### src/rtl/scan_bist_ctrl.sv
// Scan/LBIST run controller: LFSR-driven scan-in patterns, MISR compaction
// of scan-out, and golden-signature compare at the end of each run.
module scan_bist_ctrl #(
  parameter int unsigned NUM_CHAINS = 7,
  parameter int unsigned CHAIN_LEN  = 32,
  parameter int unsigned PAT_W      = 16,
  parameter int unsigned MISR_W     = 32,
  parameter logic [31:0] MISR_POLY  = 32'h04C11DB7
) (
  input  logic                  CK,
  input  logic                  rst_n,
  input  logic                  start,
  input  logic                  abort,
  input  logic [PAT_W-1:0]      num_patterns,
  input  logic [31:0]           seed,
  input  logic [MISR_W-1:0]     expected,
  input  logic [NUM_CHAINS-1:0] so,
  output logic [NUM_CHAINS-1:0] si,
  output logic                  scan_en,
  output logic                  test_en,
  output logic                  busy,
  output logic                  done,
  output logic [MISR_W-1:0]     signature,
  output logic                  pass
);

  localparam int unsigned BIT_W = $clog2(CHAIN_LEN);
  localparam logic [BIT_W-1:0] LAST_BIT = BIT_W'(CHAIN_LEN - 1);

  typedef enum logic [2:0] {
    IDLE    = 3'd0,
    LOAD    = 3'd1,
    SHIFT   = 3'd2,
    CAPTURE = 3'd3,
    UNLOAD  = 3'd4,
    DONE    = 3'd5
  } state_t;

  state_t             state, state_nxt;
  logic [31:0]        lfsr, lfsr_d;
  logic [31:0]        seed_q;
  logic [PAT_W-1:0]   num_q;
  logic [PAT_W-1:0]   cnt, cnt_d;
  logic [BIT_W-1:0]   bit_cnt, bit_d;
  logic [MISR_W-1:0]  misr_d;
  logic               run_start;
  logic               run_abort;

  function automatic logic [31:0] lfsr_step(input logic [31:0] l);
    return {l[30:0], l[31] ^ l[21] ^ l[1] ^ l[0]};
  endfunction

  function automatic logic [MISR_W-1:0] misr_step(input logic [MISR_W-1:0] m,
                                                  input logic [NUM_CHAINS-1:0] s);
    return {m[MISR_W-2:0], 1'b0}
         ^ (m[MISR_W-1] ? MISR_W'(MISR_POLY) : '0)
         ^ MISR_W'(s);
  endfunction

  assign run_start = (state == IDLE) && start && !abort;
  assign run_abort = (state != IDLE) && abort;

  // Next-state and next-datapath values; the register block below derives
  // every output from these so outputs track the state they belong to.
  always_comb begin
    state_nxt = state;
    lfsr_d    = lfsr;
    misr_d    = signature;
    cnt_d     = cnt;
    bit_d     = bit_cnt;
    case (state)
      IDLE: begin
        if (run_start) begin
          state_nxt = LOAD;
          misr_d    = '0;
          cnt_d     = '0;
        end
      end
      LOAD: begin
        lfsr_d    = (seed_q == 32'd0) ? 32'd1 : seed_q;
        bit_d     = '0;
        state_nxt = (num_q != '0) ? SHIFT : DONE;
      end
      SHIFT: begin
        lfsr_d = lfsr_step(lfsr);
        // First pattern's unload carries no captured response yet.
        if (cnt != '0) misr_d = misr_step(signature, so);
        bit_d = bit_cnt + BIT_W'(1);
        if (bit_cnt == LAST_BIT) begin
          bit_d     = '0;
          state_nxt = CAPTURE;
        end
      end
      CAPTURE: begin
        cnt_d     = cnt + PAT_W'(1);
        state_nxt = (cnt_d < num_q) ? SHIFT : UNLOAD;
      end
      UNLOAD: begin
        misr_d = misr_step(signature, so);
        bit_d  = bit_cnt + BIT_W'(1);
        if (bit_cnt == LAST_BIT) begin
          bit_d     = '0;
          state_nxt = DONE;
        end
      end
      DONE:    state_nxt = IDLE;
      default: state_nxt = IDLE;
    endcase
    if (run_abort) begin
      state_nxt = IDLE;
      lfsr_d    = lfsr;
      misr_d    = signature;
      cnt_d     = cnt;
      bit_d     = '0;
    end
  end

  always_ff @(posedge CK or negedge rst_n) begin
    if (!rst_n) begin
      state     <= IDLE;
      lfsr      <= 32'd1;
      seed_q    <= '0;
      num_q     <= '0;
      cnt       <= '0;
      bit_cnt   <= '0;
      signature <= '0;
      si        <= '0;
      scan_en   <= 1'b0;
      test_en   <= 1'b0;
      busy      <= 1'b0;
      done      <= 1'b0;
      pass      <= 1'b0;
    end else begin
      state     <= state_nxt;
      lfsr      <= lfsr_d;
      cnt       <= cnt_d;
      bit_cnt   <= bit_d;
      signature <= misr_d;
      if (run_start) begin
        num_q  <= num_patterns;
        seed_q <= seed;
      end
      busy    <= (state_nxt != IDLE);
      test_en <= (state_nxt != IDLE);
      scan_en <= (state_nxt == SHIFT) || (state_nxt == UNLOAD);
      si      <= (state_nxt == SHIFT) ? lfsr_d[NUM_CHAINS-1:0] : '0;
      done    <= (state_nxt == DONE);
      if (run_start || run_abort) pass <= 1'b0;
      else if (state_nxt == DONE) pass <= (misr_d == expected);
    end
  end

endmodule

### config.mk
export PLATFORM = sky130hd
export DESIGN_NAME = scan_bist_ctrl
export DESIGN_NICKNAME = d
export VERILOG_FILES = /design/src/rtl/scan_bist_ctrl.sv
export SDC_FILE = /design/constraint.sdc
export NUM_CORES = 1
export LEC_CHECK = 0
export ABC_AREA = 1
export ABC_CLOCK_PERIOD_IN_PS = 8180
export CORE_UTILIZATION = 60
export CTS_CLUSTER_SIZE = 16
export DETAILED_ROUTE_END_ITERATION = 10
export DONT_BUFFER_PORTS = 1
export PLACE_DENSITY = 0.75
export SETUP_SLACK_MARGIN = 0.05
export SYNTH_ARGS = -nofsm -noshare
export SYNTH_HDL_FRONTEND = slang
export SYNTH_SLANG_ARGS = --single-unit
### constraint.sdc
create_clock -name CK -period 8.18 [get_ports CK]
set_input_delay 2.045 -clock CK [delete_from_list [all_inputs] [get_ports CK]]
set_output_delay 2.045 -clock CK [all_outputs]
set_load 0.01 [all_outputs]
==> impl_metrics.tcl <==
set metrics [dict create \
    status "finished clean" \
    slew_headroom 0.342 \
    via_per_inst 5.35 \
    synth_area_leaders "dfrtp_1 47%, nand2_1 13%, inv_1 6.7%" \
    die_x_um 116 \
    crit_arrival_ns 1.42 \
    dieArea_sq_um 13500 \
    netlist.area_leader.share 0.466 \
    vias 6286 \
    ys_types 35 \
    critPathRequiredTime_ns 6.14 \
    layout_setup_ws_ns 4.72 \
    gr-usage-met1 0.334 \
    numCtsBuffers 17 \
    crit_type "reg2out" \
    cap_viol_max_count 0 \
    start_util 0.619 \
    syn2layout_area_growth_pct 8.45 \
    setup_viol 0 \
    reg2reg_to "si[0]" \
    io_pins 135 \
    reg2reg_depth 22 \
    cp-start-kind "flop" \
    cp_max_fo 17 \
    tightestPinTransition_ns 0.986 \
    antenna_found_initial 0 \
    post-cts-setup-buffers 0 \
    die_height_um 116 \
    hold_end "seed_q[19]" \
    p_leak_nw 4.30 \
    drive_above_1_share 0.0678 \
    cts_htree_levels 4 \
    gp_congestion 0.808 \
    dr.pass1.iters 5 \
    synth_edf_count 0 \
    yosys_warnings 0 \
    cts-resized-gates 0 \
    layout_min_cycle_time_ns 3.46 \
    drc 0 \
    rsz0062_at_grt "no" \
    period_share 0.423 \
    yosysTopAreaCell "dfrtp_1" \
    synth.yosys.seq_area_share 0.469 \
    endpoint_kind "output port" \
    cts_tree "yes" \
    cts_buffer_depth 2 \
    grt_pass1_wl_mm 27.8 \
    synth.ff_latch_count 147 \
    use_met3 0.0752 \
    synthFlopType "dfrtp_1" \
    p_total_w 0.00282 \
    cts_hold_buf 0 \
    clk_pin_slew_ns 0.06 \
    mostFrequentLayoutCells "277 x nand2_1, 146 x dfrtp_1, 140 x inv_1, 100 x nor2_1, 58 x o21ai_0" \
    antenna_cells 0 \
    grtUsageMet2 0.432 \
    synth_async_sr_flop_share 1.00 \
    final_util 0.671 \
    nets 1101 \
    r2r_start "cnt[0]" \
    cellPowerDensity_nw_per_um2 332 \
    syn_area_per_cell_sq_um 7.82 \
    core_sq_um 12700 \
    grt_max_degree 148 \
    dpl_worst_slack_ns 4.33 \
    fill_cells 1064 \
    hold_class "reg2reg" \
    wire_per_inst_um 14.5 \
    ir_drop_mv 0.188 \
    num_rows 41 \
    ant_nets 0 \
    drt-total-wl_mm 17.1 \
    syn_nets 1113 \
    skew_ns 0.00509 \
    slew_viol_final 0 \
    grt.overflow.total 0 \
    hold_depth 2 \
    fin_tns_setup_ns 0 \
    stdcell_count 1175 \
    worstSkewPairLatency_ns 0.43 \
    dp_hpwl_mm 11.7 \
    numPortBuffers 0 \
    maxClockFrequency_mhz 289 \
    dpl.cell_count 1144 \
    netlist_area_sq_um 7840 \
    syn_inst 1003 \
    grt_pass1_vias 6045 \
    grt_use_total 0.267 \
    final_common_cell "nand2_1" \
    hold_path.startpoint "seed_q[19]" \
    busiest_layer "met2" \
    cts-root-buf "clkbuf_16" \
    cts.sinks 147 \
    final-hold-violation-count 0 \
    ff2ff_setup_slack_ns 4.81 \
    first_iter_violations 432 \
]
[per-stage QoR]
stage / hold slack, ns / instance area [sq um]
after global routing: 0.528 / 8510
after floorplan: 0.464 / 7840
final: 0.509 / 8510
after CTS: 0.514 / 8510
after detailed placement: 0.501 / 7910
after global placement: 0.489 / 7910
[registers in the layout (all words and copies together), names as in the netlist, 3 cells and up]
| register | cells |
|---|---|
| bit_cnt | 5 |
| cnt | 16 |
| si | 7 |
| num_q | 16 |
| state | 3 |
| signature | 32 |
| seed_q | 32 |
| lfsr | 32 |
[how the worst max path moves through the flow]
stage	from	to	slack (ns)	cells past startpoint
floorplan	start	pass	4.87	16
global placement	abort	pass	4.36	15
detailed placement	abort	pass	4.33	15
CTS	signature[31]	signature[31]	4.72	0
global route	cnt[0]	si[0]	4.41	22
finish	signature[31]	signature[31]	4.72	0
[metal layers]
layer	up-vias	wire (um)
li1	3165	-
met4	0	406
met1	2945	7610
met3	28	1050
met2	148	8030
met5	-	0
[Yosys cell counts (5+ instances only)]
master and count:
clkbuf_1 16, nand3b_1 22, o22ai_1 23, xnor2_1 12
nor4_1 5, ha_1 19, nand2_1 277, nor2_1 100
buf_2 7, a221oi_1 18, nand4_1 12, dfrtp_1 146
inv_2 7, o21ai_0 58, nor3_1 8, inv_1 140
nand3_1 37, buf_6 5, nand2_2 13, xor2_1 21
a21oi_1 31
[power by group]
part           switching [W]  total, W  internal, W
sequential          0.000168   0.00114     0.000972
combinational       0.000589  0.000885     0.000296
clock               0.000310  0.000797     0.000487
total                0.00107   0.00282      0.00176
[logic make-up (layout without fill, tap and decap cells)]
kind of cell | after synthesis | in the layout | share of synthesized area
and+or+nand+nor | 488 | 488 | 0.270
buffers and inverters | 181 | 181 | 0.0940
DFF | 147 | 147 | 0.469
AOI/OAI and AO/OA | 135 | 135 | 0.100
xor gates and xnor gates | 33 | 33 | 0.0368
adders and majority gates | 19 | 19 | 0.0303
[area by class of cell]
cell class | instances | area, sq um | area share
Clock buffer | 19 | 443 | 0.0521
Clock inverter | 12 | 156 | 0.0184
Inverter | 147 | 552 | 0.0649
Multi-Input combinational cell | 675 | 3440 | 0.404
Sequential cell | 147 | 3680 | 0.433
Tap cell | 172 | 215 | 0.0253
Timing Repair Buffer | 3 | 22.5 | 0.00265
No activity file was read; power rests on OpenSTA's default activity.
